<file path="src/rtl/lsu_pkg.sv">
// Shared definitions for the load/store unit: RV32I width codes, FSM states and
// the request legality check.
package lsu_pkg;

  localparam logic [2:0] F3_B  = 3'b000;
  localparam logic [2:0] F3_H  = 3'b001;
  localparam logic [2:0] F3_W  = 3'b010;
  localparam logic [2:0] F3_BU = 3'b100;
  localparam logic [2:0] F3_HU = 3'b101;

  typedef enum logic [2:0] {
    StIdle,
    StRd,
    StCap,
    StWr,
    StDone
  } lsu_state_e;

  // True when the request must complete immediately with an error.
  function automatic logic lsu_bad(input logic we, input logic [2:0] f3, input logic [1:0] off);
    logic legal;
    logic mis;
    legal = (f3 == F3_B) || (f3 == F3_H) || (f3 == F3_W) ||
            (!we && ((f3 == F3_BU) || (f3 == F3_HU)));
    if ((f3 == F3_H) || (f3 == F3_HU)) begin
      mis = off[0];
    end else if (f3 == F3_W) begin
      mis = (off != 2'b00);
    end else begin
      mis = 1'b0;
    end
    return !legal || mis;
  endfunction

endpackage

</file>
<file path="src/rtl/lsu_align.sv">
// Byte-lane logic: extracts and extends sub-word loads, merges sub-word stores
// into the previously read memory word. Purely combinational.
module lsu_align
  import lsu_pkg::*;
#(
  parameter int unsigned DATA_W = 32
) (
  input  logic [2:0]        funct3,
  input  logic [1:0]        off,
  input  logic [DATA_W-1:0] word,
  input  logic [DATA_W-1:0] wdata,
  output logic [DATA_W-1:0] load_data,
  output logic [DATA_W-1:0] store_word
);

  logic [7:0]  byte_sel;
  logic [15:0] half_sel;

  always_comb begin
    byte_sel = word[{off, 3'b000} +: 8];
    half_sel = off[1] ? word[31:16] : word[15:0];

    load_data = word;
    case (funct3)
      F3_B:    load_data = {{(DATA_W-8){byte_sel[7]}}, byte_sel};
      F3_BU:   load_data = {{(DATA_W-8){1'b0}}, byte_sel};
      F3_H:    load_data = {{(DATA_W-16){half_sel[15]}}, half_sel};
      F3_HU:   load_data = {{(DATA_W-16){1'b0}}, half_sel};
      default: load_data = word;
    endcase

    store_word = word;
    case (funct3)
      F3_B:    store_word[{off, 3'b000} +: 8] = wdata[7:0];
      F3_H:    store_word[{off[1], 4'b0000} +: 16] = wdata[15:0];
      default: store_word = wdata;
    endcase
  end

endmodule

</file>
<file path="src/rtl/load_store_unit.sv">
// Load/store unit between the execute stage and a word-wide data memory without
// byte enables; sub-word stores are performed as read-modify-write.
module load_store_unit
  import lsu_pkg::*;
#(
  parameter int unsigned DATA_W = 32
) (
  input  logic              clk,
  input  logic              rst,
  input  logic              req,
  input  logic              we,
  input  logic [2:0]        funct3,
  input  logic [DATA_W-1:0] addr,
  input  logic [DATA_W-1:0] wdata,
  output logic              busy,
  output logic              done,
  output logic              err,
  output logic [DATA_W-1:0] rdata,
  output logic [DATA_W-1:0] mem_addr,
  output logic              mem_read,
  output logic              mem_write,
  output logic [DATA_W-1:0] mem_wdata,
  input  logic [DATA_W-1:0] mem_rdata
);

  lsu_state_e        state_q, state_d;
  logic              we_q;
  logic [2:0]        funct3_q;
  logic [DATA_W-1:0] addr_q;
  logic [DATA_W-1:0] wdata_q;
  logic              err_q;
  logic [DATA_W-1:0] rdata_q;
  logic [DATA_W-1:0] mem_wdata_q;

  logic              accept;
  logic              req_bad;
  logic [DATA_W-1:0] load_data;
  logic [DATA_W-1:0] store_word;

  assign accept  = (state_q == StIdle) && req;
  assign req_bad = lsu_bad(we, funct3, addr[1:0]);

  lsu_align #(
    .DATA_W(DATA_W)
  ) u_align (
    .funct3    (funct3_q),
    .off       (addr_q[1:0]),
    .word      (mem_rdata),
    .wdata     (wdata_q),
    .load_data (load_data),
    .store_word(store_word)
  );

  always_comb begin
    state_d = state_q;
    unique case (state_q)
      StIdle: begin
        if (req) begin
          if (req_bad) begin
            state_d = StDone;
          end else if (we && (funct3 == F3_W)) begin
            state_d = StWr;
          end else begin
            state_d = StRd;
          end
        end
      end
      StRd:    state_d = StCap;
      StCap:   state_d = we_q ? StWr : StDone;
      StWr:    state_d = StDone;
      StDone:  state_d = StIdle;
      default: state_d = StIdle;
    endcase
  end

  always_ff @(posedge clk) begin
    if (rst) begin
      state_q     <= StIdle;
      we_q        <= 1'b0;
      funct3_q    <= 3'b000;
      addr_q      <= '0;
      wdata_q     <= '0;
      err_q       <= 1'b0;
      rdata_q     <= '0;
      mem_wdata_q <= '0;
    end else begin
      state_q <= state_d;
      if (accept) begin
        we_q     <= we;
        funct3_q <= funct3;
        addr_q   <= addr;
        wdata_q  <= wdata;
        err_q    <= req_bad;
        if (!req_bad && we && (funct3 == F3_W)) begin
          mem_wdata_q <= wdata;
        end
      end
      // Read data is only trusted here; it is high-Z in every other state.
      if (state_q == StCap) begin
        if (we_q) begin
          mem_wdata_q <= store_word;
        end else begin
          rdata_q <= load_data;
        end
      end
    end
  end

  assign busy      = (state_q != StIdle);
  assign done      = (state_q == StDone);
  assign err       = done && err_q;
  assign rdata     = rdata_q;
  assign mem_addr  = {2'b00, addr_q[DATA_W-1:2]};
  assign mem_wdata = mem_wdata_q;
  // Gated by rst so an access abandoned mid-write never reaches memory.
  assign mem_read  = (state_q == StRd) && !rst;
  assign mem_write = (state_q == StWr) && !rst;

endmodule

</file>
<file path="config.mk">
export PLATFORM = sky130hd
export DESIGN_NAME = load_store_unit
export DESIGN_NICKNAME = d
export VERILOG_FILES = /design/src/rtl/lsu_pkg.sv /design/src/rtl/lsu_align.sv /design/src/rtl/load_store_unit.sv
export SDC_FILE = /design/constraint.sdc
export NUM_CORES = 1
export LEC_CHECK = 0
export CAP_MARGIN = 30
export CORE_AREA = 2 2 119 121
export CTS_CLUSTER_SIZE = 30
export DETAILED_ROUTE_END_ITERATION = 8
export DIE_AREA = 0 0 121 123
export GPL_TIMING_DRIVEN = 0
export MAX_ROUTING_LAYER = met4
export PLACE_DENSITY = 0.84
export SYNTH_ARGS = -nofsm -noshare
export SYNTH_HDL_FRONTEND = slang
export SYNTH_SLANG_ARGS = --single-unit
</file>
<file path="constraint.sdc">
create_clock -name clk -period 4.8 [get_ports clk]
set_input_delay 0.96 -clock clk [delete_from_list [all_inputs] [get_ports clk]]
set_output_delay 0.96 -clock clk [all_outputs]
set_load 0.1 [all_outputs]
</file>
==> impl_metrics.env, run 1 <==
export IMPL_status="completed"
export IMPL_netlist_area_leader_share_pct=40.3
export IMPL_synthDistinctLibCells=61
export IMPL_grt_start_max_net_pins=17
export IMPL_critPathMaxFanout=4
export IMPL_finalClockSkew_ps=7.86
export IMPL_drc=0
export IMPL_clock_fmax_mhz=246
export IMPL_hp_start="addr_q[8]"
export IMPL_worst_setup_path_type="input pin to primary output"
export IMPL_clockRootBuffer="clkbuf_16"
export IMPL_rr_startpoint="addr_q[1]"
export IMPL_wl_mm=24.4
export IMPL_ys_warnings_count=0
export IMPL_cp_num_buf_inv=2
export IMPL_period_needed_ps=4070
export IMPL_cts_inserted_buffers=17
export IMPL_cp_required_ps=3840
export IMPL_maxSlewHeadroom_pct=32.5
export IMPL_hpwl_mm=18.0
export IMPL_synthArstFlopShare_pct=0
export IMPL_place_gp_congestion=0.987
export IMPL_leakagePower_nw=3.63
export IMPL_crit_chain="clkdlybuf4s50_1 -> nor2_1 -> and3_1 -> clkdlybuf4s50_1"
export IMPL_rsz0062_at_grt="no"
export IMPL_setup_violations=0
export IMPL_port_buffers=201
export IMPL_fillCellCount=1147
export IMPL_synthCells=842
export IMPL_grt_pass1_vias=6923
export IMPL_num_vias=7417
export IMPL_yosysMostFrequentCell="nand2_1"
export IMPL_wl_per_cell_um=19.4
export IMPL_post_cts_buffers=0
export IMPL_core_sq_um=13600
export IMPL_grt_usage_pct=33.6
export IMPL_postPlaceCellArea_sq_um=9000
export IMPL_cts_htree_levels=4
export IMPL_reg2reg_to="mem_wdata[15]"
export IMPL_cap_viol_max_count=0
export IMPL_period_share_pct=84.8
export IMPL_worst_path_most_repeated_cell="clkdlybuf4s50_1"
export IMPL_diodes=0
export IMPL_antenna_found_initial=0
export IMPL_cp_top_family="buffers and inverters"
export IMPL_rows=43
export IMPL_clk_path_buf_depth=2
export IMPL_start_util_pct=49.6
export IMPL_cp_arrival_ps=3110
export IMPL_cts_tree="built"
export IMPL_fin_area_sq_um=9590
export IMPL_drt_iter0_drc=729
export IMPL_drive_gt1_share_pct=10.0
export IMPL_clock_latency_ps=440
export IMPL_area_delta_synth_final_pct=42.0
export IMPL_power_density_nw_per_um2=349
export IMPL_cts_clk_slew_worst_paths_ps=60
export IMPL_die_area_sq_um=14900
export IMPL_overflow=0
export IMPL_synth_area_per_cell_sq_um=8.02
export IMPL_via_per_inst=5.91
export IMPL_cp_slowest_cell="clkdlybuf4s50_1"
export IMPL_ys_seq_elements=136
export IMPL_worstSetupStartpointType="input pin"
export IMPL_synth_commonest_cells="nand2_1 (178), dfxtp_1 (136), a21oi_1 (94), nor2_1 (49), clkbuf_1 (48)"
export IMPL_cts_sinks=136
export IMPL_yosysTopAreaCell="dfxtp_1"
export IMPL_r2r_slack_ps=1610
export IMPL_r2r_cells=8
export IMPL_grt_pass1_wl_mm=37.0
export IMPL_die_y_um=123
export IMPL_finalSetupTns_ps=0
export IMPL_nNetsFinal=1171
export IMPL_ir_worst_vdd_mv=0.251
export IMPL_syn_area_sq_um=6760
export IMPL_ys_seq_area_share_pct=40.3
export IMPL_critPathCaptureType="primary output"
export IMPL_final_hold_viol_count=0
export IMPL_synth_edf_count=0
export IMPL_ctsHoldBuffers=0
export IMPL_hp_class="register to register"
export IMPL_drt_pass1_iterations=7
export IMPL_die_w_um=121
export IMPL_hold_end="addr_q[8]"
export IMPL_synthFlopType="dfxtp_1"
export IMPL_hold_depth=2
export IMPL_max_stage_delay_ps=1140
export IMPL_io_pins=204
export IMPL_worst_slew_pin_slew_ps=1010
export IMPL_ant_nets=0
export IMPL_cts_resized=0
export IMPL_synth_area_top_cells="dfxtp_1 (40%), nand2_1 (9.9%), a21oi_1 (7.0%)"
export IMPL_finalMaxSlewViolations=0
per-stage QoR:
step           util (%)  setup slack [ps]  total power [mW]  hold slack [ps]  std cells
5_1_grt            70.5               675              3.44              470       1256
3_3_place_gp       66.1               769              2.02              442       1224
3_5_place_dp       66.1               777              2.03              447       1224
4_1_cts            70.5               761              3.33              454       1256
2_1_floorplan         -              1420              1.75              432        843
6_report           70.5               729              3.35              453       1256
routing by layer:
layer	global-route usage, %	vias up	wire length, um
met3	8.12	84	2350
met1	41.1	3465	9910
li1	-	3405	-
met4	14.1	0	935
met5	-	-	0
met2	53.2	463	11200
how the worst max path moves through the flow:
| stage | from | end | slack [ps] | depth (start not counted) |
|---|---|---|---|---|
| after global placement | rst | mem_write | 770 | 4 |
| after CTS | rst | mem_write | 760 | 4 |
| after detailed placement | rst | mem_write | 780 | 4 |
| final | rst | mem_write | 730 | 4 |
| after global routing | rst | mem_read | 670 | 5 |
| after floorplan | rst | mem_read | 1420 | 3 |
final cells by class:
| cell class | count | area, sq um | share of cell area [%] |
|---|---|---|---|
| Timing Repair Buffer | 201 | 2010 | 21.0 |
| Sequential cell | 136 | 2720 | 28.4 |
| Multi-Input combinational cell | 588 | 3440 | 35.9 |
| Tap cell | 180 | 225 | 2.35 |
| Buffer | 101 | 528 | 5.50 |
| Clock buffer | 25 | 505 | 5.27 |
| Inverter | 18 | 67.6 | 0.704 |
| Clock inverter | 7 | 90.1 | 0.939 |
report_power, final:
part           internal, mW  leakage, nW  switching [mW]
clock network         0.831        0.289           0.499
logic                 0.257         2.24           0.530
registers              1.19         1.11          0.0452
registers in the layout (all words and copies together), names as in the netlist:
signal	cells
rdata	32
addr_q	32
we_q	1
wdata_q	32
err_q	1
funct3_q	3
state_q	3
mem_wdata	32
cell usage in the layout, fill, tap and decap left out, drive strengths merged, types with 3 or more instances in the layout:
master         netlist  final
a21oi               95     95
nor2                49     49
nand3               17     17
nand2b               4      4
o221ai               5      5
mux2                 3      3
nor2b                4      4
and3                 6      6
a21o                11     11
nor3                19     19
clkdlybuf4s50        0    201
a31o                 4      4
nor4bb               3      3
nand2              178    178
a221oi              20     20
buf                 52     52
o21ai               20     20
o22ai               12     12
a32oi                3      3
clkinv               1      4
a22oi                8      8
nor4                14     14
ha                   5      5
o211a                4      4
a221o                6      6
dfxtp              136    136
a211oi              30     30
mux2i               23     23
clkbuf              49     74
inv                 17     17
a31oi                3      3
and2                 6      6
o211ai               7      7
nor4b                4      4
worst register-to-register path: cells and delay by family, from the launching register on:
| kind | cells | cell delay [ps] |
|---|---|---|
| fa+ha+maj | 1 | 470 |
| flops | 1 | 520 |
| simple gates | 2 | 780 |
| compound gates | 2 | 430 |
| buf+inv | 3 | 900 |
kinds of logic after synthesis:
| logic type | Yosys count | synth area share [%] |
|---|---|---|
| mux | 27 | 4.24 |
| simple gates | 318 | 22.2 |
| other cells | 1 | 0.0555 |
| fa+ha+maj | 5 | 0.926 |
| flops | 136 | 40.3 |
| buf+inv | 119 | 8.81 |
| compound gates | 236 | 23.5 |
No activity file was read; power rests on OpenSTA's default activity.
==> inputs of run 2 (changes only) <==
--- a/config.mk
+++ b/config.mk
@@ -6,13 +6,13 @@
 export NUM_CORES = 1
 export LEC_CHECK = 0
 export CAP_MARGIN = 30
-export CORE_AREA = 2 2 119 121
+export CORE_AREA = 2 2 122 124
 export CTS_CLUSTER_SIZE = 30
 export DETAILED_ROUTE_END_ITERATION = 8
-export DIE_AREA = 0 0 121 123
+export DIE_AREA = 0 0 124 126
 export GPL_TIMING_DRIVEN = 0
 export MAX_ROUTING_LAYER = met4
-export PLACE_DENSITY = 0.84
+export PLACE_DENSITY = 0.8
 export SYNTH_ARGS = -nofsm -noshare
 export SYNTH_HDL_FRONTEND = slang
 export SYNTH_SLANG_ARGS = --single-unit
==> constraint.sdc (replaced) <==
create_clock -name clk -period 4.2 [get_ports clk]
set_input_delay 0.84 -clock clk [delete_from_list [all_inputs] [get_ports clk]]
set_output_delay 0.84 -clock clk [all_outputs]
set_load 0.1 [all_outputs]
==> impl_metrics.env, run 2 (synthesized netlist as in run 1, its figures left out) <==
export IMPL_pwr_share_clk_pct=39.2
export IMPL_ant_nets=0
export IMPL_mostFrequentLayoutCell="clkdlybuf4s50_1"
export IMPL_leakagePower_nw=3.63
export IMPL_die_w_um=124
export IMPL_r2r_cells=8
export IMPL_cp_slowest_cell="clkdlybuf4s50_1"
export IMPL_num_vias=7150
export IMPL_ir_worst_vdd_mv=0.254
export IMPL_clk_path_buf_depth=2
export IMPL_seq_area_sq_um=2720
export IMPL_max_stage_delay_ps=1130
export IMPL_p_sw_share_pct=31.7
export IMPL_worst_setup_path_type="input pin to primary output"
export IMPL_port_buffers=201
export IMPL_crit_chain="clkdlybuf4s50_1 -> nor2_1 -> and3_1 -> clkdlybuf4s50_1"
export IMPL_cts_inserted_buffers=17
export IMPL_drc=0
export IMPL_place_gp_congestion=1.01
export IMPL_intPower_mw=2.59
export IMPL_power_density_nw_per_um2=395
export IMPL_die_y_um=126
export IMPL_cts_htree_levels=4
export IMPL_drt_iter0_drc=674
export IMPL_worst_slew_pin_slew_ps=1010
export IMPL_wl_per_cell_um=19.1
export IMPL_cp_required_ps=3360
export IMPL_hp_class="register to register"
export IMPL_cts_tree="built"
export IMPL_power_frac_seq_pct=37.1
export IMPL_cts_clk_slew_worst_paths_ps=50
export IMPL_p_sw_mw=1.20
export IMPL_cap_viol_max_count=0
export IMPL_critPathCaptureType="primary output"
export IMPL_period_share_pct=91.1
export IMPL_period_needed_ps=3830
export IMPL_setup_violations=0
export IMPL_final_hold_viol_count=0
export IMPL_grt_pass1_vias=6790
export IMPL_cp_top_family="buffers and inverters"
export IMPL_clock_latency_ps=430
export IMPL_maxSlewHeadroom_pct=32.6
export IMPL_worstSetupStartpointType="input pin"
export IMPL_hold_depth=2
export IMPL_cp_num_buf_inv=2
export IMPL_ctsHoldBuffers=0
export IMPL_drive_gt1_share_pct=10.1
export IMPL_multiInputGateArea_sq_um=3440
export IMPL_cts_sinks=136
export IMPL_area_delta_synth_final_pct=42.0
export IMPL_hpwl_mm=17.9
export IMPL_status="completed"
export IMPL_grt_start_max_net_pins=17
export IMPL_drt_pass1_iterations=5
export IMPL_via_per_inst=5.68
export IMPL_grt_usage_pct=31.6
export IMPL_diodes=0
export IMPL_rows=44
export IMPL_die_area_sq_um=15600
export IMPL_rsz0062_at_grt="no"
export IMPL_critPathMaxFanout=4
export IMPL_cts_resized=0
export IMPL_combPwrFrac_pct=23.7
export IMPL_cp_depth=4
export IMPL_post_cts_buffers=0
export IMPL_overflow=0
export IMPL_core_sq_um=14300
export IMPL_final_cell_mix="clkdlybuf4s50_1 (201), nand2_1 (178), dfxtp_1 (136), a21oi_1 (94), nor2_1 (49)"
export IMPL_postLayoutCoreUtil_pct=67.0
export IMPL_clock_fmax_mhz=261
export IMPL_nNetsFinal=1171
export IMPL_antenna_found_initial=0
export IMPL_clockRootBuffer="clkbuf_16"
export IMPL_worst_path_most_repeated_cell="clkdlybuf4s50_1"
export IMPL_cp_arrival_ps=2990
export IMPL_finalClockSkew_ps=6.80
export IMPL_wl_mm=24.0
export IMPL_finalSetupTns_ps=0
export IMPL_grt_pass1_wl_mm=36.4
export IMPL_io_pins=204
export IMPL_finalMaxSlewViolations=0
export IMPL_start_util_pct=47.2
export IMPL_fillCellCount=1206
==> run 2: changes by cell type in the layout (fill, tap and decap cells not counted), sizes merged <==
cell    before  now
clkbuf      74   71
clkinv       4    5
==> run 2: routing by layer <==
metal / wire length (um) / part of all wire [%] / vias to the layer above / track usage [%]
met4: 822 / 3.4 / 0 / 12.1
met3: 2300 / 9.6 / 71 / 7.65
li1: - / - / 3403 / -
met2: 10900 / 46 / 397 / 48.5
met5: 0 / 0 / - / -
met1: 9950 / 41 / 3279 / 40.1
==> run 2: path summary, 6_finish.rpt <==
check                           startpoint       endpoint  slack, ps
worst max-delay path                   rst      mem_write        370
worst min-delay path             rdata[12]      rdata[12]        450
worst max register to register   addr_q[1]  mem_wdata[12]        940
worst min register to register   rdata[12]      rdata[12]        450
==> run 2: per-stage QoR <==
step           hold WS (ps)  instance area (sq um)  total power, mW  worst slack [ps]  cells
2_1_floorplan           432                   6760             2.01              1060    843
3_3_place_gp            442                   9000             2.31               409   1228
3_5_place_dp            445                   9000             2.31               412   1228
4_1_cts                 451                   9590             3.79               400   1258
5_1_grt                 470                   9590             3.92               316   1258
6_report                451                   9590             3.79               372   1258
==> run 2: tightest hold or removal path, delay by kind of cell, from the launching register on <==
family          cells  cell delay, ps
flops               1             310
simple gates        1              50
compound gates      1              50
==> run 2: area by class of cell <==
type,count,share of cell area [%]
multi-input cells,588,35.9
flip-flops and latches,136,28.4
repair buffers,201,21.0
plain buffers,101,5.50
clock buffers,22,5.15
well taps,184,2.40
clock inverters,8,0.991
inverters,18,0.704
==> run 2: power groups by stage <==
stage | combinational, mW | clock (mW) | sequential [mW]
finish | 0.899 | 1.49 | 1.40
global route | 0.945 | 1.57 | 1.41
CTS | 0.890 | 1.50 | 1.40
detailed placement | 0.884 | 0 | 1.43
global placement | 0.880 | 0 | 1.43
floorplan | 0.520 | 0 | 1.49
